$ cat src/rtl/alu_pkg.sv
// Shared encodings for the ALU instruction sequencer: opcodes, writeback
// source selects, FSM state codes and the opcode class bundle.
package alu_pkg;

  localparam logic [3:0] OP_ADD  = 4'd0;
  localparam logic [3:0] OP_SUB  = 4'd1;
  localparam logic [3:0] OP_SHL  = 4'd2;
  localparam logic [3:0] OP_SHR  = 4'd3;
  localparam logic [3:0] OP_CMP  = 4'd4;
  localparam logic [3:0] OP_AND  = 4'd5;
  localparam logic [3:0] OP_OR   = 4'd6;
  localparam logic [3:0] OP_XOR  = 4'd7;
  localparam logic [3:0] OP_NAND = 4'd8;
  localparam logic [3:0] OP_NOR  = 4'd9;
  localparam logic [3:0] OP_XNOR = 4'd10;
  localparam logic [3:0] OP_INV  = 4'd11;
  localparam logic [3:0] OP_NEG  = 4'd12;
  localparam logic [3:0] OP_STO  = 4'd13;
  localparam logic [3:0] OP_SWP  = 4'd14;
  localparam logic [3:0] OP_LOAD = 4'd15;

  localparam logic [1:0] WB_ALU = 2'd0;
  localparam logic [1:0] WB_A   = 2'd1;
  localparam logic [1:0] WB_B   = 2'd2;
  localparam logic [1:0] WB_MEM = 2'd3;

  localparam logic [2:0] S_IDLE   = 3'd0;
  localparam logic [2:0] S_DECODE = 3'd1;
  localparam logic [2:0] S_EXEC   = 3'd2;
  localparam logic [2:0] S_WB     = 3'd3;
  localparam logic [2:0] S_WB2    = 3'd4;
  localparam logic [2:0] S_MEM    = 3'd5;

  // Per-opcode behaviour classes used by the sequencer
  typedef struct packed {
    logic writes_rf;
    logic sets_flags;
    logic is_mem;
    logic is_swp;
  } op_class_t;

endpackage

$ cat src/rtl/alu_ctrl_seq_op_decoder.sv
// Combinational opcode decoder: one-hot ALU select plus class bits that
// steer the sequencer (RF write, flag update, memory op, swap).
module op_decoder
  import alu_pkg::*;
(
  input  logic [3:0]  opcode,
  output logic [15:0] op_sel,
  output op_class_t   cls
);

  // One-hot select and class lookup
  always_comb begin
    op_sel         = 16'd1 << opcode;
    cls.writes_rf  = !((opcode == OP_CMP) || (opcode == OP_STO));
    cls.sets_flags = (opcode == OP_ADD) || (opcode == OP_SUB) ||
                     (opcode == OP_SHL) || (opcode == OP_SHR) ||
                     (opcode == OP_CMP) || (opcode == OP_NEG);
    cls.is_mem     = (opcode == OP_STO) || (opcode == OP_LOAD);
    cls.is_swp     = (opcode == OP_SWP);
  end

endmodule

$ cat src/rtl/alu_ctrl_seq.sv
// Instruction sequencer in front of the ALU op units. Takes one 8-bit
// instruction at a time over valid/ready, walks it through
// DECODE/EXEC/WB(/WB2)/MEM and drives RF, flag and memory controls.
// All outputs are Moore: decoded from state and the captured instruction.
module alu_ctrl_seq
  import alu_pkg::*;
#(
  parameter int MEM_TIMEOUT = 15,
  parameter int RA_W        = 2
) (
  input  logic            clk,
  input  logic            rst_n,
  input  logic [7:0]      instr,
  input  logic            instr_valid,
  output logic            instr_ready,
  output logic [15:0]     op_sel,
  output logic [RA_W-1:0] ra_addr,
  output logic [RA_W-1:0] rb_addr,
  output logic            opl_en,
  output logic            rf_we,
  output logic [RA_W-1:0] rf_waddr,
  output logic [1:0]      wb_sel,
  output logic            flag_we,
  output logic            mem_req,
  output logic            mem_we,
  input  logic            mem_ack,
  output logic            busy,
  output logic            err
);

  logic [2:0]      state, state_nx;
  logic [7:0]      ir;
  logic [7:0]      wait_cnt;
  logic            err_q;
  logic [15:0]     dec_sel;
  op_class_t       cls;
  logic [3:0]      opcode;
  logic [RA_W-1:0] rd, rs;
  logic            mem_timeout;

  assign opcode      = ir[7:4];
  assign rd          = RA_W'(ir[3:2]);
  assign rs          = RA_W'(ir[1:0]);
  assign mem_timeout = (wait_cnt == 8'(MEM_TIMEOUT - 1));

  op_decoder u_dec (
    .opcode (opcode),
    .op_sel (dec_sel),
    .cls    (cls)
  );

  // Next-state selection
  always_comb begin
    state_nx = state;
    case (state)
      S_IDLE:   if (instr_valid) state_nx = S_DECODE;
      S_DECODE: state_nx = S_EXEC;
      S_EXEC: begin
        if (cls.is_mem)          state_nx = S_MEM;
        else if (!cls.writes_rf) state_nx = S_IDLE;
        else                     state_nx = S_WB;
      end
      S_WB:     state_nx = cls.is_swp ? S_WB2 : S_IDLE;
      S_WB2:    state_nx = S_IDLE;
      S_MEM: begin
        // an ack in the final wait cycle still wins over the timeout
        if (mem_ack)          state_nx = cls.writes_rf ? S_WB : S_IDLE;
        else if (mem_timeout) state_nx = S_IDLE;
      end
      default:  state_nx = S_IDLE;
    endcase
  end

  // State, instruction capture, memory wait counter and sticky error
  always_ff @(posedge clk or negedge rst_n) begin
    if (!rst_n) begin
      state    <= S_IDLE;
      ir       <= 8'd0;
      wait_cnt <= 8'd0;
      err_q    <= 1'b0;
    end else begin
      state <= state_nx;
      if ((state == S_IDLE) && instr_valid) ir <= instr;
      // counter sits at 0 outside MEM so it starts from 0 on every entry
      if (state == S_MEM) wait_cnt <= wait_cnt + 8'd1;
      else                wait_cnt <= 8'd0;
      if ((state == S_MEM) && !mem_ack && mem_timeout) err_q <= 1'b1;
    end
  end

  // Moore output decode from state and captured instruction
  always_comb begin
    instr_ready = (state == S_IDLE);
    busy        = (state != S_IDLE);
    ra_addr     = rd;
    rb_addr     = rs;
    opl_en      = (state == S_DECODE);
    op_sel      = 16'd0;
    rf_we       = 1'b0;
    rf_waddr    = '0;
    wb_sel      = WB_ALU;
    flag_we     = 1'b0;
    mem_req     = 1'b0;
    mem_we      = 1'b0;
    err         = err_q;
    case (state)
      S_EXEC: begin
        op_sel  = dec_sel;
        flag_we = cls.sets_flags;
      end
      S_WB: begin
        op_sel   = dec_sel;
        rf_we    = 1'b1;
        rf_waddr = rd;
        if (cls.is_swp)      wb_sel = WB_B;
        else if (cls.is_mem) wb_sel = WB_MEM;
        else                 wb_sel = WB_ALU;
      end
      S_WB2: begin
        op_sel   = dec_sel;
        rf_we    = 1'b1;
        rf_waddr = rs;
        wb_sel   = WB_A;
      end
      S_MEM: begin
        op_sel  = dec_sel;
        mem_req = 1'b1;
        mem_we  = (opcode == OP_STO);
      end
      default: ;
    endcase
  end

endmodule

$ cat config.mk
export PLATFORM = sky130hd
export DESIGN_NAME = alu_ctrl_seq
export DESIGN_NICKNAME = d
export VERILOG_FILES = /design/src/rtl/alu_pkg.sv /design/src/rtl/alu_ctrl_seq_op_decoder.sv /design/src/rtl/alu_ctrl_seq.sv
export SDC_FILE = /design/constraint.sdc
export NUM_CORES = 1
export LEC_CHECK = 0
export CAP_MARGIN = 20
export CORE_ASPECT_RATIO = 1.75
export CORE_MARGIN = 1
export CORE_UTILIZATION = 41
export CTS_BUF_LIST = sky130_fd_sc_hd__clkbuf_8
export CTS_CLUSTER_DIAMETER = 40
export DETAILED_ROUTE_END_ITERATION = 8
export PLACE_DENSITY_LB_ADDON = 0.12
export SETUP_SLACK_MARGIN = 0.15
export SYNTH_ARGS = -nofsm -noshare
export SYNTH_HDL_FRONTEND = slang
export SYNTH_SLANG_ARGS = --single-unit
$ cat constraint.sdc
create_clock -name clk -period 1.3 [get_ports clk]
set_input_delay 0.26 -clock clk [delete_from_list [all_inputs] [get_ports clk]]
set_output_delay 0.26 -clock clk [all_outputs]
set_load 0.02 [all_outputs]
==> run_results.csv, run 1 <==
group,metric,value,unit
critical_path,critical_path_arrival,1.54,ns
logic_synthesis,synth_nets,145,
global_route,grt_max_degree,21,
sta,layout_min_cycle_time,1.80,ns
finish,diodes,0,
critical_path,r2r_end,"state[0]",
logic_synthesis,ys_top_cells_by_area,"dfrtp_1 41%, nor2_1 6.8%, mux2_2 4.7%, buf_4 3.7%, nand3b_1 3.1%",
cts,cts_tree,"built",
drt,viasPerCell,5.80,
finish,nNetsFinal,232,
sta,rsz0062_at_grt,"true",
sta,setup-violations-final,47,
finish,stdcell_count,244,
global_route,grt.total_usage,29.0,%
drt,wl_per_cell,19.7,um
cts,clkTransAtPathRegs,0.07,ns
drt,routed_wl,4800,um
drt,drtIter0Drc,53,
finish,drive_above_1_share,71.0,%
sta,drv_slew,0,
sta,setup_slack,-0.502,ns
logic_synthesis,syn_avg_cell_area,9.22,sq um
drt,drcViolationCount,0,
placed_design,post-place-ws,-0.666,ns
logic_synthesis,synth_area,1210,sq um
global_route,antenna_found_initial,0,
die,rows,25,
drt,vias,1416,
logic_synthesis,synth_top_area_share,41.5,%
logic_synthesis,yosysUniqueCellTypes,36,
global_route,grt_pass1_wl,6850,um
global_route,grt_pass1_vias,1476,
die,die_w,43.0,um
critical_path,critPathLaunchType,"flip-flop",
critical_path,r2r_cells,7,
finish,n_fill_cell,117,
cts,ctsHoldBuffers,0,
cts,cts-htree-levels,1,
critical_path,reg2reg_slack,-0.47,ns
cts,clk_path_buf_depth,2,
drt,dr.pass1.iters,4,
logic_synthesis,synth_cells,131,
power_and_ir_drop,p_leak,0.00107,uW
global_route,overflow,0,
job,maxCapViolations,0,
logic_synthesis,yosysSeqAreaShare,41.5,%
cts,cts-buffers-inserted,3,
logic_synthesis,ys_ff_latch,20,
critical_path,cp-end-kind,"output pin",
power_and_ir_drop,powerDensity,2180,nW/um^2
placed_design,placed_cells_incl_taps,222,
die,initial_core_util,43.9,%
status,violations,"negative setup slack",
critical_path,rr_startpoint,"state[1]",
sta,fmax,0.555,GHz
die,dieArea,3170,sq um
cts,numClockSinks,20,
critical_path,path_class,"reg2out",
die,die_h,73.8,um
critical_path,required,1.04,ns
cts,root_buffer,"clkbuf_8",
sta,skew,0.00310,ns
min_path,hold_path_class,"in2async",
sta,tightest_slew,0.504,ns
cts,clock_latency,0.25,ns
sta,fin_crit_sh,139,%
logic_synthesis,synth_area_leader_cell,"dfrtp_1",
die,io_pins,44,
placed_design,place_hpwl,2720,um
power_and_ir_drop,vdd_drop_max,1.75,mV
critical_path,critPathMaxFanout,4,
placed_design,port_buffers,43,
die,coreArea,2750,sq um
drt,ant_nets,0,
status,status,"finished with violations",
logic_synthesis,yosys_warnings,0,
sta,hold_violations,0,
placed_design,gp_congestion,0.830,
sta,slew_headroom,65.5,%
finish,area_growth,103,%
[layer usage]
layer	global-route usage, %	up-vias	share of wire [%]
li1	-	635	-
met1	27.6	686	33
met2	58.6	74	58
met3	3.44	21	4.2
met4	13.5	0	4.4
met5	0	-	0
[worst max path at each step]
stage	start	to	slack (ns)
final	state[2]	op_sel[1]	-0.50
after global routing	state[2]	op_sel[2]	-0.59
after CTS	state[2]	op_sel[0]	-0.45
after detailed placement	state[1]	op_sel[1]	-0.67
after global placement	state[1]	op_sel[0]	-0.59
after floorplan	state[1]	ir[0]	-0.22
[cell usage in the layout, fill, tap and decap left out, types with 3 or more instances in the layout]
cell type / netlist / final
o21ai_0: 5 / 3
nand2_2: 0 / 3
a21oi_2: 0 / 3
nor3_2: 1 / 3
clkdlybuf4s50_1: 0 / 11
buf_4: 6 / 40
nor2_1: 22 / 4
clkbuf_8: 0 / 4
nand2_1: 7 / 3
mux2_4: 0 / 8
nor3_4: 0 / 4
nor2_2: 0 / 8
clkdlybuf4s15_2: 0 / 4
dfrtp_1: 20 / 14
nand3b_1: 5 / 5
nor2_4: 0 / 10
buf_6: 1 / 37
dfrtp_2: 0 / 6
[where the power goes]
| part | switching (uW) | internal, uW | leakage [uW] |
|---|---|---|---|
| clock network | 191 | 269 | 0.0000288 |
| logic | 1760 | 1980 | 0.000794 |
| registers | 335 | 810 | 0.000251 |
| total | 2280 | 3060 | 0.00107 |
[state kept, by name, summed over array words and instances, names as in the netlist]
signal and count:
ir 8, state 3, wait_cnt 8, err 1
[per-stage QoR]
step                hold WS, ns  setup TNS (ns)  power, uW  area [sq um]  utilization [%]
global placement          0.461          -17.31       3780          2010             73.1
global route              0.364          -22.18       5560          2450             89.1
CTS                       0.343          -15.12       4960          2330             84.5
floorplan               -0.0356           -4.73       2770          1420                -
finish                    0.334          -19.32       5350          2450             89.1
detailed placement        0.457          -19.11       3870          2010             73.1
[worst max-delay path, cell delays in order (launching register included)]
cell and delay [ns]:
dfrtp_2 0.45, xor2_4 0.24, nand3b_1 0.16, buf_4 0.18, nor3_2 0.10, buf_4 0.16
[synth_stat cells (all sizes together)]
cell     number
mux2          8
mux2i         1
or3b          1
nand3b        5
a21oi         4
xnor2         1
nand2b        2
nand2         7
nor4bb        1
nor2b         2
o221ai        1
or3           3
xor2          4
nor2         22
a311o         1
ha            2
dfrtp        20
o21ai         5
inv           4
a2111oi       1
a311oi        1
buf           9
a32o          2
nor4b         1
nand3         5
nor3b         1
nand4         1
nor3          8
clkbuf        3
or4b          1
and2          2
a41o          2
[what timing repair did]
action / CTS / global route
pin swaps: 20 / 5
resized for setup: 214 / 24
buffers inserted: 12 / 6
endpoints found under the setup margin: 52 / 51
[logic make-up (layout without fill, tap and decap cells)]
kind of cell | Yosys count | in the layout | synth area share [%]
DFF | 20 | 20 | 41.5
adders and majority gates | 2 | 2 | 2.07
AOI/OAI and AO/OA | 17 | 17 | 10.1
muxes | 9 | 9 | 8.29
buffers and inverters | 16 | 102 | 7.67
xor gates and xnor gates | 5 | 5 | 3.63
and+or+nand+nor | 62 | 62 | 26.8
[layout make-up]
type	instances	area, sq um	share of cell area, %
repair buffers	94	897	36.6
flip-flops and latches	20	508	20.7
multi-input cells	95	940	38.3
inverters	4	20.0	0.816
clock buffers	4	55.1	2.24
well taps	27	33.8	1.38
Note: power is estimated with default switching activity, not from simulation.
==> inputs of run 2 (changes only) <==
--- a/config.mk
+++ b/config.mk
@@ -8,7 +8,7 @@
 export CAP_MARGIN = 20
 export CORE_ASPECT_RATIO = 1.75
 export CORE_MARGIN = 1
-export CORE_UTILIZATION = 41
+export CORE_UTILIZATION = 46
 export CTS_BUF_LIST = sky130_fd_sc_hd__clkbuf_8
 export CTS_CLUSTER_DIAMETER = 40
 export DETAILED_ROUTE_END_ITERATION = 8
==> constraint.sdc (replaced) <==
create_clock -name clk -period 1.95 [get_ports clk]
set_input_delay 0.39 -clock clk [delete_from_list [all_inputs] [get_ports clk]]
set_output_delay 0.39 -clock clk [all_outputs]
set_load 0.02 [all_outputs]
==> run 2 against run 1 <==
- the run now ends clean
- total power is 47% lower
- hold slack improved by 0.12 ns
- clock skew is 0.0045 ns higher
- via count decreased by 13%
- critical path type unchanged
- largest cell class unchanged
==> run_results.csv, run 2 (synthesis results as in run 1) <==
group,metric,value,unit
status,status,"finished, final reports clean",
critical_path,cp-end-kind,"output pin",
global_route,grt.total_usage,26.4,%
global_route,overflow,0,
sta,slew_headroom,61.0,%
placed_design,port_buffers,43,
finish,n_fill_cell,170,
cts,clock_latency,0.27,ns
global_route,grt_max_degree,21,
drt,met1_length,1220,um
drt,vias,1231,
sta,fin_crit_sh,98.4,%
job,maxCapViolations,0,
sta,rsz0062_at_grt,"true",
cts,root_buffer,"clkbuf_8",
cts,clk_path_buf_depth,2,
die,die_w,40.7,um
critical_path,critPathLaunchType,"flip-flop",
die,io_pins,44,
drt,wl_per_cell,16.0,um
critical_path,critPathMaxFanout,4,
global_route,antenna_found_initial,0,
sta,drv_slew,0,
sta,tightest_slew,0.578,ns
power_and_ir_drop,powerDensity,1440,nW/um^2
cts,numClockSinks,20,
finish,area_growth,62.9,%
die,dieArea,2840,sq um
finish,postLayoutCoreUtil,78.9,%
cts,cts-htree-levels,1,
cts,clkTransAtPathRegs,0.08,ns
drt,wl_met3,132,um
drt,route.met2.wl,2100,um
power_and_ir_drop,p_switching,1160,uW
cts,ctsHoldBuffers,0,
global_route,grt_pass1_wl,5130,um
finish,nNetsFinal,209,
critical_path,path_class,"reg2out",
drt,ant_nets,0,
global_route,grt_pass1_vias,1137,
sta,skew,0.00764,ns
finish,reg.largest.list,"ir (8), wait_cnt (8), state (3)",
finish,final_common_cell,"buf_4",
sta,layout_min_cycle_time,1.92,ns
power_and_ir_drop,p_leak,0.000884,uW
sta,tns,0,ns
drt,drtIter0Drc,43,
power_and_ir_drop,power.internal,1680,uW
sta,hold_violations,0,
die,rows,24,
cts,cts_tree,"built",
finish,layout_common_cells,"37 x buf_4, 18 x nor2_1, 17 x dfrtp_1, 16 x clkdlybuf4s50_1, 12 x buf_6",
sta,hold_slack,0.454,ns
placed_design,place_hpwl,2450,um
critical_path,required,1.56,ns
die,initial_core_util,48.4,%
power_and_ir_drop,p_sw_share,40.8,%
min_path,hold_path_class,"in2async",
die,die_h,69.8,um
power_and_ir_drop,power_frac_clock,14.6,%
power_and_ir_drop,seqPwrFrac,24.5,%
drt,drcViolationCount,0,
drt,routed_wl,3510,um
power_and_ir_drop,vdd_drop_max,0.899,mV
finish,diodes,0,
sta,setup-violations-final,0,
critical_path,critical_path_arrival,1.53,ns
placed_design,gp_congestion,0.752,
cts,cts-buffers-inserted,3,
drt,viasPerCell,5.60,
drt,dr.pass1.iters,4,
finish,drive_above_1_share,45.9,%
drt,top_layer_used,"met4",
die,coreArea,2490,sq um
sta,fmax,0.521,GHz
power_and_ir_drop,pwr-share-comb,60.9,%
-- run 2: power by group through the flow --
stage / Clock (uW) / Sequential, uW / Combinational [uW]
floorplan: 0 / 603 / 916
global placement: 0 / 661 / 1470
detailed placement: 0 / 666 / 1500
CTS: 424 / 683 / 1550
global route: 438 / 715 / 1830
finish: 414 / 695 / 1730
-- run 2: final cells by class --
class	count	area [sq um]	area share, %
multi-input combinational	95	722	36.7
timing repair buffer	71	619	31.5
sequential	20	504	25.6
clock buffer	3	41.3	2.10
tap	26	32.5	1.65
clock inverter	1	30.0	1.53
inverter	4	17.5	0.891
-- run 2: routing by layer --
metal | up-vias | GRT usage [%]
li1 | 582 | -
met1 | 602 | 26.1
met2 | 42 | 49.2
met3 | 5 | 3.21
met4 | 0 | 10.0
met5 | - | 0
-- run 2: worst paths after layout --
path | from | end | slack (ns) | depth (start not counted)
min reg2reg | err | err | 0.51 | 1
min in group clk | err | err | 0.51 | 1
max reg2reg | state[2] | state[0] | 0.19 | 8
max in group asynchronous | rst_n | ir[6] | 1.27 | 2
min | rst_n | wait_cnt[2] | 0.45 | 2
max | state[2] | op_sel[2] | 0.03 | 4
-- run 2: per-stage QoR --
stage | instances | total power [uW] | area, sq um | setup WS (ns)
final | 220 | 2840 | 1970 | 0.0319
after global routing | 220 | 2980 | 1970 | -0.0453
after CTS | 216 | 2660 | 1830 | 0.0623
after detailed placement | 209 | 2170 | 1750 | -0.169
after global placement | 209 | 2130 | 1750 | -0.0734
after floorplan | 131 | 1520 | 1210 | 0.171
-- run 2: critical path: stages, from the launching register on --
cell      delay, ns
dfrtp_2        0.48
xor2_4         0.20
nand3b_1       0.18
nor3_1         0.20
buf_2          0.20
-- run 2: timing repair --
action | in CTS | in global routing
buffers inserted | 3 | 4
hold endpoints to repair | 0 | 0
endpoints found under the setup margin | 35 | 28
gates resized for setup | 150 | 32
pin swaps | 10 | 9
